[config.mk]
export PLATFORM = sky130hd
export DESIGN_NAME = axi4_sram_mstif
export DESIGN_NICKNAME = d
export VERILOG_FILES = /design/src/rtl/axi4_sram_pkg.sv /design/src/rtl/axi4_sram_mstif.sv
export SDC_FILE = /design/constraint.sdc
export NUM_CORES = 1
export LEC_CHECK = 0
export BUFFER_PORTS_ARGS = -buffer_cell sky130_fd_sc_hd__buf_2
export CAP_MARGIN = 20
export CELL_PAD_IN_SITES_DETAIL_PLACEMENT = 1
export CELL_PAD_IN_SITES_GLOBAL_PLACEMENT = 1
export CORE_AREA = 2 2 177 179
export CTS_BUF_LIST = sky130_fd_sc_hd__clkbuf_8
export CTS_CLUSTER_DIAMETER = 60
export DETAILED_ROUTE_END_ITERATION = 8
export DIE_AREA = 0 0 179 181
export PLACE_DENSITY = 0.6
export SLEW_MARGIN = 20
export SYNTH_ARGS = -nofsm -noshare
export SYNTH_HDL_FRONTEND = slang
export SYNTH_SLANG_ARGS = --single-unit
[constraint.sdc]
create_clock -name ACLK -period 5.46 [get_ports ACLK]
set_input_delay 0.273 -clock ACLK [delete_from_list [all_inputs] [get_ports ACLK]]
set_output_delay 0.273 -clock ACLK [all_outputs]
set_load 0.02 [all_outputs]
[src/rtl/axi4_sram_pkg.sv]
// Shared types and constants for the SRAM-subsystem AXI4 master interface:
// FSM state encoding, burst/response codes and the beat-size helper.
package axi4_sram_pkg;

    typedef enum logic [2:0] {
        IDLE,
        WR_ADDR,
        WR_DATA,
        WR_RESP,
        RD_ADDR,
        RD_DATA,
        DONE
    } mstif_state_e;

    localparam logic [1:0] BURST_INCR  = 2'b01;

    localparam logic [1:0] RESP_OKAY   = 2'b00;
    localparam logic [1:0] RESP_EXOKAY = 2'b01;
    localparam logic [1:0] RESP_SLVERR = 2'b10;
    localparam logic [1:0] RESP_DECERR = 2'b11;

    // AxSIZE encoding for a full-width beat: log2 of the bus width in bytes.
    function automatic logic [2:0] beat_size_log2(input int unsigned dwidth);
        logic [2:0] size;
        size = 3'd0;
        for (int i = 0; i < 8; i++) begin
            if ((32'd8 << i) == dwidth) size = 3'(i);
        end
        return size;
    endfunction

endpackage

[src/rtl/axi4_sram_mstif.sv]
// AXI4 master: turns single local commands into INCR write/read bursts, one outstanding.
// Build option AXI4_MSTIF_4K_CHECK_EN rejects commands whose burst crosses a 4 KB boundary.
module axi4_sram_mstif
    import axi4_sram_pkg::*;
#(
    parameter int AXI4_DWIDTH  = 64,
    parameter int AXI4_AWIDTH  = 32,
    parameter int AXI4_IDWIDTH = 4
) (
    input  logic                      ACLK,
    input  logic                      ARESET,

    input  logic                      cmd_valid,
    output logic                      cmd_ready,
    input  logic                      cmd_write,
    input  logic [AXI4_AWIDTH-1:0]    cmd_addr,
    input  logic [7:0]                cmd_len,
    input  logic [AXI4_IDWIDTH-1:0]   cmd_id,

    input  logic                      wdat_valid,
    output logic                      wdat_ready,
    input  logic [AXI4_DWIDTH-1:0]    wdat_data,
    input  logic [AXI4_DWIDTH/8-1:0]  wdat_strb,

    output logic                      rdat_valid,
    input  logic                      rdat_ready,
    output logic [AXI4_DWIDTH-1:0]    rdat_data,
    output logic                      rdat_last,

    output logic                      done,
    output logic [1:0]                done_resp,

    output logic [AXI4_IDWIDTH-1:0]   AWID,
    output logic [AXI4_AWIDTH-1:0]    AWADDR,
    output logic [7:0]                AWLEN,
    output logic [2:0]                AWSIZE,
    output logic [1:0]                AWBURST,
    output logic                      AWVALID_M,
    input  logic                      AWREADY_M,

    output logic [AXI4_DWIDTH-1:0]    WDATA,
    output logic [AXI4_DWIDTH/8-1:0]  WSTRB,
    output logic                      WLAST,
    output logic                      WVALID_M,
    input  logic                      WREADY_M,

    input  logic [AXI4_IDWIDTH-1:0]   BID,
    input  logic [1:0]                BRESP,
    input  logic                      BVALID_M,
    output logic                      BREADY_M,

    output logic [AXI4_IDWIDTH-1:0]   ARID,
    output logic [AXI4_AWIDTH-1:0]    ARADDR,
    output logic [7:0]                ARLEN,
    output logic [2:0]                ARSIZE,
    output logic [1:0]                ARBURST,
    output logic                      ARVALID_M,
    input  logic                      ARREADY_M,

    input  logic [AXI4_IDWIDTH-1:0]   RID,
    input  logic [AXI4_DWIDTH-1:0]    RDATA,
    input  logic [1:0]                RRESP,
    input  logic                      RLAST,
    input  logic                      RVALID_M,
    output logic                      RREADY_M
);

    localparam logic [2:0] SIZE = beat_size_log2(AXI4_DWIDTH);

    mstif_state_e              state_q, state_d;
    logic [AXI4_AWIDTH-1:0]    addr_q, addr_d;
    logic [7:0]                len_q, len_d;
    logic [AXI4_IDWIDTH-1:0]   id_q, id_d;
    logic [2:0]                size_q, size_d;
    logic [1:0]                burst_q, burst_d;
    logic                      awvalid_q, awvalid_d;
    logic                      arvalid_q, arvalid_d;
    logic [7:0]                cnt_q, cnt_d;
    logic [1:0]                resp_q, resp_d;
    logic                      err_q, err_d;

    logic in_w, in_r, w_hs, r_hs, last_beat, reject;

`ifdef AXI4_MSTIF_4K_CHECK_EN
    // Byte offset in the page plus burst length; wide enough for 256 beats at any bus width.
    logic [19:0] span;
    assign span   = {8'd0, cmd_addr[11:0]} + (({12'd0, cmd_len} + 20'd1) << SIZE);
    assign reject = (span > 20'd4096);
`else
    assign reject = 1'b0;
`endif

    assign in_w      = (state_q == WR_DATA);
    assign in_r      = (state_q == RD_DATA);
    assign last_beat = (cnt_q == len_q);
    assign w_hs      = in_w && wdat_valid && WREADY_M;
    assign r_hs      = in_r && RVALID_M && rdat_ready;

    always_comb begin
        state_d   = state_q;
        addr_d    = addr_q;
        len_d     = len_q;
        id_d      = id_q;
        size_d    = size_q;
        burst_d   = burst_q;
        awvalid_d = awvalid_q;
        arvalid_d = arvalid_q;
        cnt_d     = cnt_q;
        resp_d    = resp_q;
        err_d     = err_q;

        case (state_q)
            IDLE: begin
                if (cmd_valid) begin
                    addr_d  = cmd_addr;
                    len_d   = cmd_len;
                    id_d    = cmd_id;
                    size_d  = SIZE;
                    burst_d = BURST_INCR;
                    cnt_d   = 8'd0;
                    resp_d  = RESP_OKAY;
                    err_d   = 1'b0;
                    if (reject) begin
                        err_d   = 1'b1;
                        state_d = DONE;
                    end else if (cmd_write) begin
                        awvalid_d = 1'b1;
                        state_d   = WR_ADDR;
                    end else begin
                        arvalid_d = 1'b1;
                        state_d   = RD_ADDR;
                    end
                end
            end
            WR_ADDR: begin
                if (AWREADY_M) begin
                    awvalid_d = 1'b0;
                    state_d   = WR_DATA;
                end
            end
            WR_DATA: begin
                if (w_hs) begin
                    if (last_beat) begin
                        cnt_d   = 8'd0;
                        state_d = WR_RESP;
                    end else begin
                        cnt_d = cnt_q + 8'd1;
                    end
                end
            end
            WR_RESP: begin
                if (BVALID_M) begin
                    resp_d  = BRESP;
                    if (BID != id_q) err_d = 1'b1;
                    state_d = DONE;
                end
            end
            RD_ADDR: begin
                if (ARREADY_M) begin
                    arvalid_d = 1'b0;
                    state_d   = RD_DATA;
                end
            end
            RD_DATA: begin
                if (r_hs) begin
                    if (RRESP > resp_q) resp_d = RRESP;
                    // RLAST must coincide with the expected final beat; either way RLAST ends the burst.
                    if ((RID != id_q) || (RLAST != last_beat)) err_d = 1'b1;
                    if (cnt_q != 8'hFF) cnt_d = cnt_q + 8'd1;
                    if (RLAST) begin
                        cnt_d   = 8'd0;
                        state_d = DONE;
                    end
                end
            end
            DONE:    state_d = IDLE;
            default: state_d = IDLE;
        endcase
    end

    always_ff @(posedge ACLK or posedge ARESET) begin
        if (ARESET) begin
            state_q   <= IDLE;
            addr_q    <= '0;
            len_q     <= '0;
            id_q      <= '0;
            size_q    <= '0;
            burst_q   <= '0;
            awvalid_q <= 1'b0;
            arvalid_q <= 1'b0;
            cnt_q     <= '0;
            resp_q    <= '0;
            err_q     <= 1'b0;
        end else begin
            state_q   <= state_d;
            addr_q    <= addr_d;
            len_q     <= len_d;
            id_q      <= id_d;
            size_q    <= size_d;
            burst_q   <= burst_d;
            awvalid_q <= awvalid_d;
            arvalid_q <= arvalid_d;
            cnt_q     <= cnt_d;
            resp_q    <= resp_d;
            err_q     <= err_d;
        end
    end

    assign cmd_ready = (state_q == IDLE) && !ARESET;

    assign AWID      = id_q;
    assign AWADDR    = addr_q;
    assign AWLEN     = len_q;
    assign AWSIZE    = size_q;
    assign AWBURST   = burst_q;
    assign AWVALID_M = awvalid_q;

    assign ARID      = id_q;
    assign ARADDR    = addr_q;
    assign ARLEN     = len_q;
    assign ARSIZE    = size_q;
    assign ARBURST   = burst_q;
    assign ARVALID_M = arvalid_q;

    // Data streams are pure pass-through while their burst phase is active.
    assign WVALID_M   = in_w && wdat_valid;
    assign wdat_ready = in_w && WREADY_M;
    assign WDATA      = in_w ? wdat_data : '0;
    assign WSTRB      = in_w ? wdat_strb : '0;
    assign WLAST      = in_w && last_beat;

    assign BREADY_M   = (state_q == WR_RESP);

    assign rdat_valid = in_r && RVALID_M;
    assign RREADY_M   = in_r && rdat_ready;
    assign rdat_data  = in_r ? RDATA : '0;
    assign rdat_last  = in_r && RLAST;

    assign done       = (state_q == DONE);
    assign done_resp  = err_q ? RESP_SLVERR : resp_q;

endmodule
## Word-level counts from Yosys, hierarchy flattened

Index checks and enable logic that the tools add are counted.

- Register bits after elaboration: 62
- Input port bits: 204
- Output and inout port bits: 247
- Word-level logic and storage cells: 101

- $add $sub $neg: 1
- Magnitude comparators: 1
- Equal/unequal tests: 25
- Muxes and demuxes: 40
- Reduce and logical (&&, ||, !) cells: 23

Operator list:

| kind | number |
|---|---|
| 2-to-1 mux 64 bit | 2 |
| 2-to-1 mux 8 bit | 7 |
| 2-to-1 mux 3 bit | 9 |
| one-hot mux 8 bit (3 select lines) | 1 |
| one-hot mux 3 bit (6 select lines) | 1 |
| inequality test 2 bit, second input constant | 7 |
| inequality test 2 x 1 -> 1 bit, second input constant | 6 |
| 2-to-1 mux 1 bit | 11 |
| 2-to-1 mux 2 bit | 5 |
| AND reduction 5 bit | 2 |
| equality test 3 bit, second input constant | 3 |
| logical AND 1 bit | 9 |
| adder 8 x 1 -> 8 bit, second input constant | 1 |
| equality test 8 bit | 1 |
| inequality test 4 bit | 2 |
| inequality test 8 bit, second input constant | 1 |
| AND reduction 4 bit | 2 |
| AND reduction 8 bit | 1 |
| equality test 3 x 2 -> 1 bit, second input constant | 2 |
| one-hot mux 2 bit (3 select lines) | 1 |
| AND reduction 6 bit | 1 |
| nonzero test 3 bit | 2 |
| one-hot mux 1 bit (2 select lines) | 2 |
| nonzero test 2 bit | 2 |
| 9 further kinds | 9 |

## Logic depth before layout (Yosys ltp)

- Word-level depth: 6
- Mapped depth: 8
- Depth with buffers taken out: 7

## Least setup slack after synthesis

No wires, ideal clock.

- Path type: register to register
- Start point: register state_q[1]
- End point: register cnt_q[2]
- Setup time: 135 ps
- Arrival: 1800 ps
- Required time: 5325 ps
- Slack: 3525 ps
- Stages on the path, launching flop included: 9
- Path buffers: 3
- Period minus slack after synthesis: 1935 ps
- Cells stage by stage: dfrtp_1 buf_6 and4bb_1 buf_6 or4b_1 and3_1 buf_6 o2111ai_2 o221ai_2

- Cells in the longest elaborated chain, start to end: 5
- Elaborated cells between the ends (all ways): 14
- Those cells by class: eq/ne: 6; mux: 1; reduce/logical: 7

RTL lines:

| element | RTL line | text |
|---|---|---|
| from (decl) | axi4_sram_mstif.sv:70 | `mstif_state_e state_q, state_d;` |
| from (signal assigned) | axi4_sram_mstif.sv:195 | `state_q <= state_d;` |
| equality test 3 bit or equality test 3 x 2 -> 1 bit (tied branches) | axi4_sram_mstif.sv:94, axi4_sram_mstif.sv:112, axi4_sram_mstif.sv:93 |  |
| logical AND 1 bit (on tied branches) (2 in series) | axi4_sram_mstif.sv:97, axi4_sram_mstif.sv:96 |  |
| inequality test 2 x 1 -> 1 bit (no source line) | -- |  |
| AND reduction 5 bit (no source line) | -- |  |
| to (signal assigned) | axi4_sram_mstif.sv:203 | `cnt_q <= cnt_d;` |
| to (decl) | axi4_sram_mstif.sv:78 | `logic [7:0] cnt_q, cnt_d;` |

Several ways; a longest one is shown, not always the timed one.
A chain may end at the register's enable or synchronous reset.

## Final worst setup path

- Start point: register state_q[0]
- End point: register state_q[0]

- Cells in the longest elaborated chain, start to end: 5
- Elaborated cells between the ends (all ways): 20
- Those cells by class: eq/ne: 13; mux: 1; reduce/logical: 6

RTL lines:

| element | RTL line |
|---|---|
| equality test 3 bit or equality test 3 x 2 -> 1 bit (tied branches) | axi4_sram_mstif.sv:94, axi4_sram_mstif.sv:112, axi4_sram_mstif.sv:93 |
| logical AND 1 bit (on tied branches) (2 in series) | axi4_sram_mstif.sv:97, axi4_sram_mstif.sv:96 |
| inequality test 2 x 1 -> 1 bit (no source line) | -- |
| AND reduction 8 bit (no source line) | -- |

Several ways; a longest one is shown, not always the timed one.

==> results.md <==
* Status: finished, final reports clean
* Post-place setup slack at 2.67 ns
* Slew headroom at 27.4%
* Final Instance Count excl. Fillers at 1,250
* Hold-fix buffers, CTS at 0
* Worst vdd ir at 143 µV
* WL final at 19.7 mm
* Die span in y at 181 µm
* Hold WS at 0.154 ns
* CP Class: flop to flop
* First-pass GRT wire length at about 29 mm
* DRT iter0 DRCs at 96
* Worst-margin pin slew at 1.08 ns
* Layout cell share with drive strength beyond 1 at 61.5%
* Largest net degree at the start of global routing at 78
* Pwr/cell area at 504 nW/µm²
* Reg2reg end: state_q[0]$_DFFE_PP0P_
* R2r startpoint: state_q[0]$_DFFE_PP0P_
* Setup TNS at 0 ns
* Crit. Startpoint: state_q[0]$_DFFE_PP0P_
* Initial antenna violation count at 2
* Register area share after synthesis at a little over a third
* Reg2Reg Depth at 5
* Worst-path clk slew at roughly 0.08 ns
* Max Clk Rate at 359 MHz
* # DRC at 0
* Clock sink count at a little over 60
* CP max FO at 69
* WL/cell at 15.8 µm
* Number of I/O port buffers at 446
* Max Slew Vio Count at 0
* Crit end category: flop
* Syn avg cell area at ~9.3 µm²
* Post-cts sizing count at 0
* Final instance area at 6800 µm²
* Core area at 30,300 µm²
* Clock Root Buffer: clkbuf_8
* Pre-antenna DRT Iters at 4
* Synth area leader: dfrtp_1
* Post-synthesis cell count at approximately 470
* Most frequent cell after synthesis: and2_1
* Remaining Overflow, GRT at 0
* Post-synth EDFFs at 0
* Synth top cells by count: and2_1 (140), dfrtp_1 (61), buf_4 (53), mux2_2 (45), nand2_1 (19)
* Critical path arrival at around 3 ns
* Critical-path top delay cell: and3b_2
* Die footprint at 32,400 µm²
* Total power at 3.43 mW
* Hold Violations, Final at 0
* Ys async rst share at 100%
* Num rows at 64
* Dpl hpwl at 16.4 mm
* Final RePlAce weighted congestion at 0.760
* Vias in the first global route at around 4,900
* Peak per-stage delay on the critical path at 0.95 ns
* Starting density of the core at roughly 14%
* TritonCTS clock tree: yes
* Share of the synthesized area in the top cell type at a little over a third
* Area growth, synth to finish at 56.4%
* Routed vias/inst at ~3.8
* Max Root-Sink Buffers at 2
* Nets@finish at 1,054
* Synth cell types at 49
* Min setup slack post-route at 2.67 ns
* Fin crit period at 2.79 ns
* Die W at 179 µm
* Yosys reg bits at 61
* Top cells by area, synth: dfrtp_1 (35%), and2_1 (20%), mux2_2 (12%), buf_4 (9.2%), xor2_1 (3.0%)
* Htree depth at 3
* Period utilization at 51.1%
* Setup fix buffers added after clock tree synthesis at 0
* Required @ worst endpoint at about 5.7 ns
* Ports at 451
* Max-Cap Viols at 0
* Startpoint Class: flop
* Syn Std Cell Area at ~4300 µm²
* Post-DP Area at 6590 µm²
* Main flop type after synthesis: dfrtp_1
* Layout Skew at between 0.01 and 0.015 ns
* CP cell instances: and3b_2 -> a22oi_1 -> o221a_2 -> o21ai_0 -> mux2_1
* Leak at 3.76 nW
* Via count at 4,696
* End point of the critical path: state_q[0]$_DFFE_PP0P_
* Post-DRT Antenna Nets at 0
* Synth Warn # at 0
* Overall fraction of global-route tracks in use at 11.6%
* Clk_lat worst skew at 0.34 ns
* CTS buffer count at 9
* Reg2reg setup slack at about 2.7 ns
* Core Util, Final at between 20 and 25%
* RSZ-0062 raised after global routing: false
* Final setup fails at 0
* Placed Cells incl. Taps at 1,232
* HP Class: input pin to asynchronous set/reset pin
-- logic make-up after synthesis --
kind of cell | synth area share [%]
buf+inv | 13.2
other cells | 0.0863
fa+ha+maj | 0.864
xor+xnor | 3.22
mux | 12.4
simple gates | 27.9
flops | 35.1
compound gates | 7.31
-- state kept, by name, indices dropped and copies added, names as in the netlist --
signal / count
ARADDR: 32
AWVALID_M: 1
ARVALID_M: 1
err_q: 1
resp_q: 2
ARSIZE: 1
state_q: 3
cnt_q: 8
ARID: 4
ARLEN: 8
-- layout make-up --
class,count,area (µm²)
repair buffers,449,2250
multi-input cells,316,2270
clock inverters,6,70.1
clock buffers,10,138
well taps,396,495
flip-flops and latches,61,1530
inverters,10,37.5
fillers,3693,23600
diodes,2,5.00
-- metal layers --
metal	track usage [%]	wire length [µm]
met1	12.7	7530
met2	21.6	10100
met3	3.18	1800
met4	3.25	283
met5	0	0
-- critical path: cells and delay by family (launching register included) --
family          cells  cell delay, ns
compound gates      3            0.65
simple gates        1            0.95
flops               1            0.74
mux                 1            0.34
-- power by group --
part	switching [mW]	internal [mW]	leakage, nW
Clock	0.199	0.226	0.0955
Sequential	0.243	0.651	0.740
Combinational	1.32	0.785	2.92
-- how the worst min path moves through the flow --
stage / start / to / depth (start not counted)
3_3_place_gp: ARADDR[24]$_DFFE_PP0P_ / ARADDR[24]$_DFFE_PP0P_ / 1
6_report: ARESET / ARVALID_M$_DFFE_PP0P_ / 3
2_1_floorplan: ARREADY_M / ARVALID_M$_DFFE_PP0P_ / 1
3_5_place_dp: cmd_addr[8] / ARADDR[8]$_DFFE_PP0P_ / 2
4_1_cts: cmd_len[0] / ARLEN[0]$_DFFE_PP0P_ / 2
5_1_grt: cmd_addr[25] / ARADDR[25]$_DFFE_PP0P_ / 2
-- layout by cell type, fill, tap and decap left out, drive strengths merged, types with 4 or more instances in the layout --
cell,n
nor2,10
nor3,4
nand2,19
xor2,15
and2,140
o21ai,10
inv,12
o211ai,8
buf,449
mux2,46
conb,4
clkbuf,10
dfrtp,61
a21oi,6
nor4,4
nand3,7
Note: power is estimated with default switching activity, not from simulation.
